## config.mk

```make
export PLATFORM = sky130hd
export DESIGN_NAME = iobank0_ctrl
export DESIGN_NICKNAME = d
export VERILOG_FILES = /design/src/rtl/iobank0_ctrl.sv
export SDC_FILE = /design/constraint.sdc
export NUM_CORES = 1
export LEC_CHECK = 0
export ABC_AREA = 1
export BUFFER_PORTS_ARGS = -buffer_cell sky130_fd_sc_hd__buf_2
export CORE_MARGIN = 5
export CORE_UTILIZATION = 51
export CTS_BUF_LIST = sky130_fd_sc_hd__clkbuf_16
export DETAILED_ROUTE_END_ITERATION = 10
export PLACE_DENSITY = 0.75
export SYNTH_ARGS = -nofsm -noshare
export SYNTH_HDL_FRONTEND = slang
export SYNTH_SLANG_ARGS = --single-unit
```

## constraint.sdc

```tcl
create_clock -name clk -period 2.68 [get_ports clk]
set_input_delay 0.536 -clock clk [delete_from_list [all_inputs] [get_ports clk]]
set_output_delay 0.536 -clock clk [all_outputs]
set_load 0.03 [all_outputs]
```

## src/rtl/iobank0_ctrl.sv

```systemverilog
// iobank0_ctrl: register-mapped controller for a tristate IO bank with alt-function mux,
// input synchroniser and rising-edge interrupts. Define IOBANK0_CTRL_DEBOUNCE_EN for debounce.
module iobank0_ctrl #(
    parameter int NPADS      = 20,
    parameter int DEB_CYCLES = 16
) (
    input  logic             clk,
    input  logic             rst_n,
    input  logic             req_valid,
    output logic             req_ready,
    input  logic             req_we,
    input  logic [2:0]       req_addr,
    input  logic [31:0]      req_wdata,
    output logic             rsp_valid,
    input  logic             rsp_ready,
    output logic [31:0]      rsp_rdata,
    input  logic [NPADS-1:0] alt_o,
    input  logic [NPADS-1:0] alt_oe,
    output logic [NPADS-1:0] alt_i,
    output logic [NPADS-1:0] pad_o,
    output logic [NPADS-1:0] pad_oe,
    input  logic [NPADS-1:0] pad_i,
    output logic             irq
);

    localparam logic [2:0] ADDR_OUT     = 3'd0;
    localparam logic [2:0] ADDR_OE      = 3'd1;
    localparam logic [2:0] ADDR_IN      = 3'd2;
    localparam logic [2:0] ADDR_ALTSEL  = 3'd3;
    localparam logic [2:0] ADDR_IRQ_EN  = 3'd4;
    localparam logic [2:0] ADDR_IRQ_ST  = 3'd5;
    localparam logic [2:0] ADDR_OUT_SET = 3'd6;
    localparam logic [2:0] ADDR_OUT_CLR = 3'd7;

    logic [NPADS-1:0] out_q, out_d;
    logic [NPADS-1:0] oe_q, oe_d;
    logic [NPADS-1:0] altsel_q, altsel_d;
    logic [NPADS-1:0] irq_en_q, irq_en_d;
    logic [NPADS-1:0] irq_stat_q, irq_stat_d;
    logic [NPADS-1:0] pad_o_q, pad_o_d;
    logic [NPADS-1:0] pad_oe_q, pad_oe_d;
    logic [NPADS-1:0] sync1_q, sync2_q;
    logic [NPADS-1:0] in_prev_q;
    logic [NPADS-1:0] in_val;
    logic             rsp_valid_q, rsp_valid_d;
    logic [31:0]      rsp_rdata_q, rsp_rdata_d;

    logic             acc;
    logic             wr;
    logic [NPADS-1:0] wdata;
    logic [NPADS-1:0] w1c;
    logic [NPADS-1:0] rd_pads;
    logic [31:0]      rd_word;
    logic             unused_wdata;

    // Handshake: a request transfers on a cycle with req_valid & req_ready; the response
    // transfers on rsp_valid & rsp_ready. Only one transaction is in flight, so req_ready
    // is low for as long as a response is waiting, and the response stays stable until taken.
    assign req_ready    = ~rsp_valid_q;
    assign acc          = req_valid & req_ready;
    assign wr           = acc & req_we;
    assign wdata        = req_wdata[NPADS-1:0];
    assign unused_wdata = ^req_wdata;

    always_comb begin
        out_d    = out_q;
        oe_d     = oe_q;
        altsel_d = altsel_q;
        irq_en_d = irq_en_q;
        w1c      = '0;
        if (wr) begin
            case (req_addr)
                ADDR_OUT:     out_d    = wdata;
                ADDR_OE:      oe_d     = wdata;
                ADDR_ALTSEL:  altsel_d = wdata;
                ADDR_IRQ_EN:  irq_en_d = wdata;
                ADDR_IRQ_ST:  w1c      = wdata;
                ADDR_OUT_SET: out_d    = out_q | wdata;
                ADDR_OUT_CLR: out_d    = out_q & ~wdata;
                default:      ;
            endcase
        end
        // A hardware set is OR-ed in after the clear so it wins over a same-cycle W1C.
        irq_stat_d = (irq_stat_q & ~w1c) | (in_val & ~in_prev_q & irq_en_q);
    end

    always_comb begin
        rd_pads = '0;
        case (req_addr)
            ADDR_OUT:    rd_pads = out_q;
            ADDR_OE:     rd_pads = oe_q;
            ADDR_IN:     rd_pads = in_val;
            ADDR_ALTSEL: rd_pads = altsel_q;
            ADDR_IRQ_EN: rd_pads = irq_en_q;
            ADDR_IRQ_ST: rd_pads = irq_stat_q;
            default:     rd_pads = '0;
        endcase
        rd_word              = '0;
        rd_word[NPADS-1:0]   = rd_pads;
    end

    always_comb begin
        rsp_valid_d = rsp_valid_q;
        rsp_rdata_d = rsp_rdata_q;
        if (acc) begin
            rsp_valid_d = 1'b1;
            rsp_rdata_d = req_we ? 32'd0 : rd_word;
        end else if (rsp_valid_q && rsp_ready) begin
            rsp_valid_d = 1'b0;
            rsp_rdata_d = 32'd0;
        end
    end

    assign pad_o_d  = (altsel_q & alt_o)  | (~altsel_q & out_q);
    assign pad_oe_d = (altsel_q & alt_oe) | (~altsel_q & oe_q);

    always_ff @(posedge clk or negedge rst_n) begin
        if (!rst_n) begin
            out_q       <= '0;
            oe_q        <= '0;
            altsel_q    <= '0;
            irq_en_q    <= '0;
            irq_stat_q  <= '0;
            pad_o_q     <= '0;
            pad_oe_q    <= '0;
            sync1_q     <= '0;
            sync2_q     <= '0;
            in_prev_q   <= '0;
            rsp_valid_q <= 1'b0;
            rsp_rdata_q <= '0;
        end else begin
            out_q       <= out_d;
            oe_q        <= oe_d;
            altsel_q    <= altsel_d;
            irq_en_q    <= irq_en_d;
            irq_stat_q  <= irq_stat_d;
            pad_o_q     <= pad_o_d;
            pad_oe_q    <= pad_oe_d;
            sync1_q     <= pad_i;
            sync2_q     <= sync1_q;
            in_prev_q   <= in_val;
            rsp_valid_q <= rsp_valid_d;
            rsp_rdata_q <= rsp_rdata_d;
        end
    end

`ifdef IOBANK0_CTRL_DEBOUNCE_EN
    logic [NPADS-1:0] in_q, in_d;
    logic [7:0]       cnt_q [NPADS];
    logic [7:0]       cnt_d [NPADS];

    // IN flips only after the synchronised value has disagreed with it DEB_CYCLES times in a row.
    always_comb begin
        in_d = in_q;
        for (int i = 0; i < NPADS; i++) begin
            cnt_d[i] = 8'd0;
            if (sync2_q[i] != in_q[i]) begin
                if (cnt_q[i] == 8'(DEB_CYCLES - 1)) begin
                    in_d[i] = sync2_q[i];
                end else begin
                    cnt_d[i] = cnt_q[i] + 8'd1;
                end
            end
        end
    end

    always_ff @(posedge clk or negedge rst_n) begin
        if (!rst_n) begin
            in_q <= '0;
            for (int i = 0; i < NPADS; i++) begin
                cnt_q[i] <= 8'd0;
            end
        end else begin
            in_q  <= in_d;
            cnt_q <= cnt_d;
        end
    end

    assign in_val = in_q;
`else
    logic [7:0] unused_deb_cycles;
    assign unused_deb_cycles = 8'(DEB_CYCLES);
    assign in_val            = sync2_q;
`endif

    assign alt_i     = in_val;
    assign pad_o     = pad_o_q;
    assign pad_oe    = pad_oe_q;
    assign irq       = |irq_stat_q;
    assign rsp_valid = rsp_valid_q;
    assign rsp_rdata = rsp_rdata_q;

endmodule

```

==> summary.md, run 1 <==
| Metric | Value |
|---|---|
| Final net count | 1,226 |
| Share of cells above drive strength 1 | 0.220 |
| Avg Inst Size Synth | 9.37 um2 |
| Dpl ws | 0.133 ns |
| First-pass GRT wire length | 36,000 um |
| CP Launch Type | input pin |
| Required time worst endpoint | just over 3 ns |
| Final Hold Fails | 2 |
| DR vias | 7,165 |
| Routed len/inst | 16.7 um |
| Most frequent cells in the layout | nand2_1, dfrtp_1, buf_2, o21ai_0, nand3_1 |
| Top area cells in the synthesized netlist | dfrtp_1, nand2_1, o21ai_0 |
| DP Wirelength | 15,600 um |
| CTS Root Cell | clkbuf_16 |
| Max-Slew Margin vs Limit | 0.136 |
| Initial Util | 0.521 |
| Antenna-violating nets left | 0 |
| Area Overhead vs Synth | 18.8% |
| Crit end category | register |
| Worst path max stage delay | 0.66 ns |
| Vias/cell | around 5.2 |
| Status | complete, but fails checks |
| Worst-path cell chain | buf_2 > nor2_8 > buf_4 > nand3_2 > o21ai_0 |
| CTS tree | built |
| Ratio of total power to cell area | 856 nW/um2 |
| Clk pin slew, worst setup/hold paths | 0.06 ns |
| Slowest cell on crit path | nand3_2 |
| Max Fclk | 0.455 GHz |
| Setup WS post-layout | 0.482 ns |
| Port bufs | 170 |
| Pleak | between 5 and 6 nW |
| # diodes | 0 |
| Post-route setup TNS | 0 ns |
| RSZ-0062 raised after global routing | no |
| Final WL | about 23,000 um |
| Clock buffer count from CTS | 23 |
| Fin crit share | 0.820 |
| Tot GR Track Use | 0.221 |
| Initial antenna violation count | 2 |
| IO Pins | 195 |
| Max VDD drop | 0.575 mV |
| Worst Max-Slew Pin Slew | roughly 1.3 ns |
| Total power draw | 9.20 mW |
| Vias in the first global route | around 6,700 |
| Area fraction of the dominant cell type after synthesis | 0.611 |
| Setup violations, final | 0 |
| GP Congestion | 0.872 |
| Clock skew | 0.00566 ns |
| DIE AREA | slightly above 20,000 um2 |
| CP Class | in -> reg |
| Min-delay worst type | in -> async |
| DIE HEIGHT | 143 um |
| Failing checks | hold timing |
| Most common cell after layout, fill and taps aside | nand2_1 |
| Yosys reg bits | 221 |
| Drt pass-1 iters | 6 |
| Register area share after synthesis | 0.611 |
| Total core area | around 17,000 um2 |
| Distinct cells, synth | 27 |
| Mapped cell area | roughly 9000 um2 |
| Final Max Slew Viols | 0 |
| Clock Latency Late Sink | 0.50 ns |
| Clock Sinks | 221 |
| CP arrival | 2.57 ns |
| Rows | between 40 and 50 |
| Hold Worst Slack | -0.00224 ns |
| Yosys warning total | 0 |
| Max-cap violations | 0 |
| Hold-fix buffers at CTS | 0 |
| Post-synth top area cell | dfrtp_1 |
| GR Overflow Total | 0 |
| Remaining DRCs | 0 |
| Worst Path Max Fanout | 41 |
| Largest net degree at the start of global routing | 72 |
| Post-CTS Setup Bufs | 0 |
| CTS resizes | 0 |
| Die Span X | 143 um |
| Initial drt markers | 755 |
| H-Tree Depth | 1 |
| Tmin final | 2.20 ns |
| Cells after Synth | 965 |
| Clock tree buffer depth | 3 |
-- worst max-delay path: cells and delay by family --
| family | cells | cell delay [ns] |
|---|---|---|
| AOI/OAI and AO/OA | 1 | 0.50 |
| buffers and inverters | 2 | 0.70 |
| and+or+nand+nor | 2 | 0.81 |
-- final timing paths --
kind / startpoint / end / slack [ns] / cells past startpoint
max in group asynchronous: rst_n / sync1_q[9] / 1.82 / 2
min in group clk: pad_i[11] / sync1_q[11] / 0.14 / 1
worst max register to register: rsp_valid / irq_en_q[12] / 0.66 / 5
worst min register to register: sync1_q[9] / alt_i[9] / 0.34 / 0
worst min-delay path: rst_n / irq_stat_q[6] / -0.002 / 1
worst max-delay path: req_addr[0] / irq_en_q[12] / 0.48 / 5
-- power breakdown --
group,switching [mW],internal (mW)
logic,1.22,0.600
registers,0.435,3.97
clock network,1.23,1.74
-- per-layer routing --
layer | up-vias | global-route usage | part of all wire
met1 | 3345 | 0.341 | 0.44
met5 | - | 0 | 0.00088
li1 | 3458 | - | -
met2 | 322 | 0.328 | 0.45
met4 | 4 | 0.0500 | 0.016
met3 | 36 | 0.0409 | 0.095
-- logic make-up after synthesis --
| kind of cell | Yosys count | synth area share |
|---|---|---|
| AO/OA/AOI/OAI | 161 | 0.0894 |
| buffers and inverters | 129 | 0.0664 |
| flip-flops | 221 | 0.611 |
| multiplexers | 20 | 0.0249 |
| other | 1 | 0.000415 |
| AND/OR/NAND/NOR | 433 | 0.207 |
-- cells in the mapped netlist --
| master | n |
|---|---|
| nor2_4 | 1 |
| nand3b_1 | 1 |
| buf_2 | 23 |
| nand4_2 | 1 |
| clkbuf_2 | 2 |
| o21ai_0 | 121 |
| buf_4 | 16 |
| a21boi_0 | 1 |
| inv_1 | 60 |
| o21ai_1 | 39 |
| conb_1 | 1 |
| nand2_2 | 2 |
| nor3_1 | 4 |
| nor2_8 | 1 |
| nand3_1 | 63 |
| nor3b_4 | 1 |
| nor2_1 | 50 |
| buf_6 | 3 |
| inv_2 | 4 |
| nand2_1 | 266 |
| clkbuf_1 | 20 |
| nand3_2 | 1 |
| inv_4 | 1 |
| nand4_1 | 41 |
| nor2_2 | 1 |
| mux2_2 | 20 |
| dfrtp_1 | 221 |
-- area by class of cell --
cell class / instances / area, um2
Fill cell: 1481 / 6620
Sequential cell: 221 / 5530
Multi-Input combinational cell: 626 / 2960
Timing Repair Buffer: 189 / 1030
Clock buffer: 23 / 576
Tap cell: 225 / 282
Inverter: 65 / 246
Clock inverter: 17 / 120
-- through the flow --
stage,utilization,area [um2],instances,hold slack (ns)
6_report,0.619,10700,1366,-0.00224
5_1_grt,0.619,10700,1366,0.0429
4_1_cts,0.619,10700,1366,0.0148
3_5_place_dp,0.579,10000,1326,0.335
3_3_place_gp,0.579,10000,1326,0.331
2_1_floorplan,-,9090,976,0.240
Note: power is estimated with default switching activity, not from simulation.
==> run 2, diff against run 1 <==
Settings changed: ABC_AREA 1 to 0, CORE_UTILIZATION 51 to 49, PLACE_DENSITY 0.75 to 0.76.
Clock period 2.68 ns to 1.97 ns, I/O delays scaled along.
==> summary.md, run 2 <==
| Metric | Value |
|---|---|
| Tmin final | ~2.1 ns |
| Ratio of total power to cell area | 1040 nW/um2 |
| Slowest cell on crit path | dfrtp_1 |
| Drt pass-1 iters | 5 |
| Status | complete, but fails checks |
| Most common cell in the synthesized netlist | dfrtp_1 |
| Total power draw | ~12 mW |
| Fillcell total | 1,419 |
| Largest net degree at the start of global routing | 55 |
| Failing checks | setup timing |
| Area fraction of the dominant cell type after synthesis | 0.593 |
| Clock skew | 0.0118 ns |
| Final Max Slew Viols | 0 |
| Clock Latency Late Sink | 0.51 ns |
| Max VDD drop | 0.741 mV |
| Tot GR Track Use | 0.223 |
| Rows | 50 |
| # diodes | 0 |
| GR Overflow Total | 0 |
| Die Span X | 148 um |
| Clk pin slew, worst setup/hold paths | 0.06 ns |
| Ys flop type | dfrtp_1 |
| CP Launch Type | register |
| Vias in the first global route | approximately 7,300 |
| Antenna-violating nets left | 0 |
| Final Hold Fails | 0 |
| Worst-path cell chain | nor4_4 > and3_4 > nand3_4 > buf_6 |
| GP Congestion | 0.807 |
| Min-delay worst type | in -> reg |
| Pleak | 5.58 nW |
| Area after DPL | 10,700 um2 |
| Worst Path Max Fanout | 2 |
| Max Fclk | 0.474 GHz |
| Port bufs | 170 |
| Final net count | 1,057 |
| Post-synth EDFFs | 0 |
| Register area share after synthesis | 0.593 |
| Vias/cell | 5.73 |
| Cells after Synth | around 740 |
| Clock Sinks | 221 |
| Area Overhead vs Synth | 25.7% |
| RSZ-0062 raised after global routing | yes |
| IO Pins | roughly 200 |
| CP arrival | 1.72 ns |
| Top area cells in the synthesized netlist | dfrtp_1, mux2_2, nand2_1 |
| Required time worst endpoint | 1.58 ns |
| Routing usage on met3 | 0.0383 |
| Total core area | roughly 19,000 um2 |
| Met2 usage | 0.359 |
| Remaining DRCs | 0 |
| CTS Root Cell | clkbuf_16 |
| Met1 Resource Use GR | 0.315 |
| First-pass GRT wire length | around 39,000 um |
| Crit end category | output port |
| CP Class | reg -> out |
| Clock tree buffer depth | 3 |
| Initial drt markers | a little over 500 |
| Share of cells above drive strength 1 | 0.377 |
| Synth cell count leaders | dfrtp_1, mux2_2, nand2_1, o21ai_0 |
| DR vias | 6,919 |
| Worst path max stage delay | slightly above 0.4 ns |
| Most common cell after layout, fill and taps aside | dfrtp_1 |
| Mapped cell area | 9330 um2 |
| DP Wirelength | 16,100 um |
| Avg Inst Size Synth | 12.6 um2 |
| Dpl ws | -0.0124 ns |
| Setup violations, final | 1 |
| Setup WS post-layout | -0.141 ns |
| Yosys reg bits | 221 |
| CTS tree | built |
| Max-cap violations | 0 |
| Initial Util | 0.499 |
| Final WL | 24,400 um |
| Core Util, Final | 0.627 |
| Fin crit share | 1.07 |
| Distinct cells, synth | 41 |
| Routed len/inst | 20.2 um |
| Asr flop ratio synth | 1.00 |
| Post-synth top area cell | dfrtp_1 |
| DIE AREA | roughly 22,000 um2 |
| Fin area | ~12,000 um2 |
| Initial antenna violation count | 0 |
| DIE HEIGHT | roughly 150 um |
| H-Tree Depth | 1 |
| Clock buffer count from CTS | 24 |
| Busiest layer in global routing | met2 |
| Most frequent cells in the layout | dfrtp_1, buf_2, mux2_2, nand2_1, o21ai_0 |
| Yosys warning total | 0 |
==> run 2: repair_timing <==
item,CTS,global route
setup buffers,1,7
pin swaps,2,4
endpoints found under the setup margin,1,15
endpoints found under the hold margin,65,0
resized for setup,8,5
hold buffers,21,0
==> run 2: metrics by stage <==
step | hold WS, ns | instances | TNS (ns)
2_1_floorplan | 0.0984 | 752 | 0
3_3_place_gp | 0.331 | 1136 | 0
3_5_place_dp | 0.335 | 1136 | -0.0655
4_1_cts | 0.0740 | 1200 | -0.204
5_1_grt | 0.0835 | 1207 | -0.183
6_report | 0.0879 | 1207 | -0.141
==> run 2: cell families (layout without fill, tap and decap cells) <==
| group | Yosys count | count (layout) | synth area share |
|---|---|---|---|
| AOI/OAI and AO/OA | 172 | 172 | 0.124 |
| and+or+nand+nor | 148 | 148 | 0.0794 |
| muxes | 135 | 135 | 0.170 |
| other | 1 | 12 | 0.000402 |
| DFF | 221 | 221 | 0.593 |
| buffers and inverters | 64 | 285 | 0.0335 |
==> run 2: final timing paths <==
path | start | end | slack (ns) | depth (start not counted)
setup reg to reg | rsp_valid | oe_q[8] | 0.02 | 5
min in group asynchronous | rst_n | sync1_q[17] | 0.41 | 2
hold / removal | rsp_ready | rsp_valid | 0.09 | 2
hold reg to reg | sync1_q[5] | alt_i[5] | 0.35 | 0
setup / recovery | irq_stat_q[19] | irq | -0.14 | 4
max in group asynchronous | rst_n | alt_i[1] | 0.94 | 3
==> run 2: report_power, final <==
part	leakage (nW)	internal, mW	total (mW)	switching [mW]
Sequential	2.74	5.21	5.71	0.502
Clock	0.382	2.40	4.11	1.72
Combinational	2.46	1.10	2.40	1.31
==> run 2: area by class of cell <==
class                      instances  area (um2)  area share
timing repair buffer             239        1560       0.133
clock inverter                    17        95.1     0.00811
multi-input combinational        467        3610       0.308
tap                              234         293      0.0250
clock buffer                      25         626      0.0533
sequential                       221        5530       0.472
inverter                           4        15.0     0.00128
==> run 2: worst max-delay path: cells and delay by family (launching register included) <==
family | cells | cell delay [ns]
buf+inv | 1 | 0.16
flops | 1 | 0.41
simple gates | 3 | 0.65
==> run 2: metal layers <==
layer	vias to the layer above	wire [um]
met4	0	478
met3	44	1540
met5	-	0
met2	265	11800
li1	3117	-
met1	3493	10600
==> run 3, diff against run 2 <==
Settings changed: REMOVE_ABC_BUFFERS set to 1.
==> summary.md, run 3 (synthesis gave the netlist of run 2 again) <==
| Metric | Value |
|---|---|
| Area of the multi-input gates | 3600 um2 |
| Initial drt markers | roughly 640 |
| Area Overhead vs Synth | 25.3% |
| Tmin final | 2.13 ns |
| DR vias | 6,951 |
| Setup WS post-layout | -0.156 ns |
| Hold Worst Slack | just under 0.04 ns |
| Final net count | between 1,000 and 1,500 |
| Final Hold Fails | 0 |
| Vias in the first global route | 7,192 |
| Required time worst endpoint | 1.58 ns |
| CTS tree | built |
| # diodes | 0 |
| Total core area | 18,700 um2 |
| Final Max Slew Viols | 0 |
| Failing checks | setup timing |
| RSZ-0062 raised after global routing | yes |
| IO Pins | between 150 and 200 |
| GP Congestion | 0.829 |
| Worst-path cell chain | nor4_4 > and3_4 > nand3_2 > buf_6 |
| Die Span X | between 100 and 150 um |
| DIE AREA | roughly 22,000 um2 |
| Remaining DRCs | 0 |
| Max-cap violations | 0 |
| Ratio of total power to cell area | 1030 nW/um2 |
| Most common cell after layout, fill and taps aside | dfrtp_1 |
| Clock skew | 0.0139 ns |
| H-Tree Depth | 1 |
| Clock tree buffer depth | 3 |
| Setup violations, final | 1 |
| DIE HEIGHT | 148 um |
| First-pass GRT wire length | 39,600 um |
| Max VDD drop | 0.674 mV |
| Final WL | 24,700 um |
| Buf+Inv Stages, Crit Path | 1 |
| Fin crit share | 1.08 |
| Status | complete, but fails checks |
| Reg area | 5530 um2 |
| Crit end category | output port |
| Fin area | 11,700 um2 |
| Min-delay worst type | in -> reg |
| Slowest cell on crit path | dfrtp_2 |
| Post-route setup TNS | -0.156 ns |
| Most frequent cells in the layout | dfrtp_1, buf_2, mux2_2, nand2_1, o21ai_0 |
| Routed len/inst | just over 20 um |
| Clock buffer count from CTS | 24 |
| Initial antenna violation count | 1 |
| Largest net degree at the start of global routing | between 50 and 60 |
| Drt pass-1 iters | 5 |
| Port bufs | 170 |
| CTS Root Cell | clkbuf_16 |
| Pleak | 5.57 nW |
| Rows | 50 |
| Tot GR Track Use | 0.225 |
| CP arrival | around 1.7 ns |
| Antenna-violating nets left | 0 |
| Finished Layout Cells | between 1,000 and 1,500 |
| CP Launch Type | register |
| Share of cells above drive strength 1 | 0.377 |
| Clock Sinks | about 220 |
| Worst Path Max Fanout | 3 |
| CP Class | reg -> out |
| DP Wirelength | 16,600 um |
| Vias/cell | 5.75 |
| Area after DPL | around 11,000 um2 |
| Clk pin slew, worst setup/hold paths | about 0.06 ns |
| Worst path top cell family by delay | simple AND/OR/NAND/NOR gates |
| Clock Latency Late Sink | 0.51 ns |
| Fillcell total | 1,403 |
| Initial Util | 0.499 |
| Placed insts | 1,144 |
| Worst path max stage delay | 0.44 ns |
| GR Overflow Total | 0 |
| Max Fclk | 0.470 GHz |
run 3: cell types whose count changed in the layout (fill, tap and decap cells not counted), moves of 2 or more:
cell,change
clkinv_1,+5
buf_4,+6
inv_1,-4
buf_6,-2
nor4_2,-2
run 3: cell type report:
cell class                 count  area share
clock buffer                  25      0.0535
clock inverter                17     0.00567
inverter                       4     0.00128
multi-input combinational    467       0.308
sequential                   221       0.473
tap                          234      0.0250
timing repair buffer         241       0.133
run 3: through the flow:
stage	utilization	setup slack, ns	power (mW)
2_1_floorplan	-	-0.743	7.13
3_3_place_gp	0.573	-0.0532	8.02
3_5_place_dp	0.573	-0.0990	8.10
4_1_cts	0.623	-0.179	12.2
5_1_grt	0.625	-0.217	12.6
6_report	0.625	-0.156	12.1
run 3: where the power goes:
part	total, mW	switching (mW)	leakage, nW	internal (mW)
Combinational	2.38	1.30	2.48	1.07
Sequential	5.73	0.519	2.74	5.21
Clock	3.98	1.72	0.358	2.26
Total	12.1	3.54	5.57	8.55
run 3: worst reg2reg max path, stage by stage (launching register included):
cell      delay (ns)
dfrtp_1         0.37
nand2b_4        0.15
or3_4           0.33
or3b_4          0.42
buf_12          0.18
mux2_4          0.31
run 3: path summary, 6_finish.rpt:
check	from	endpoint	slack [ns]	depth (start not counted)
max in group asynchronous	rst_n	irq_stat_q[7]	0.89	3
hold reg to reg	sync1_q[4]	alt_i[4]	0.35	0
min in group asynchronous	rst_n	pad_oe[15]	0.41	2
hold / removal	pad_i[9]	sync1_q[9]	0.04	1
setup reg to reg	rsp_valid	oe_q[3]	0.09	5
setup / recovery	irq_stat_q[7]	irq	-0.16	4
run 3: routing by layer:
metal  wire (um)  GRT usage  share of wire
met3        1920     0.0463          0.078
met2       11800      0.364           0.48
met1       10400      0.312           0.42
met4         503     0.0633          0.020
met5          15          0        0.00061
run 3: timing repair:
item                                    4_1_cts  5_1_grt
gates resized for setup                       6        4
buffers inserted                              2        1
hold buffers                                 20        0
endpoints found under the setup margin        1        7
pin swaps                                     3        2
endpoints found under the hold margin        69        0
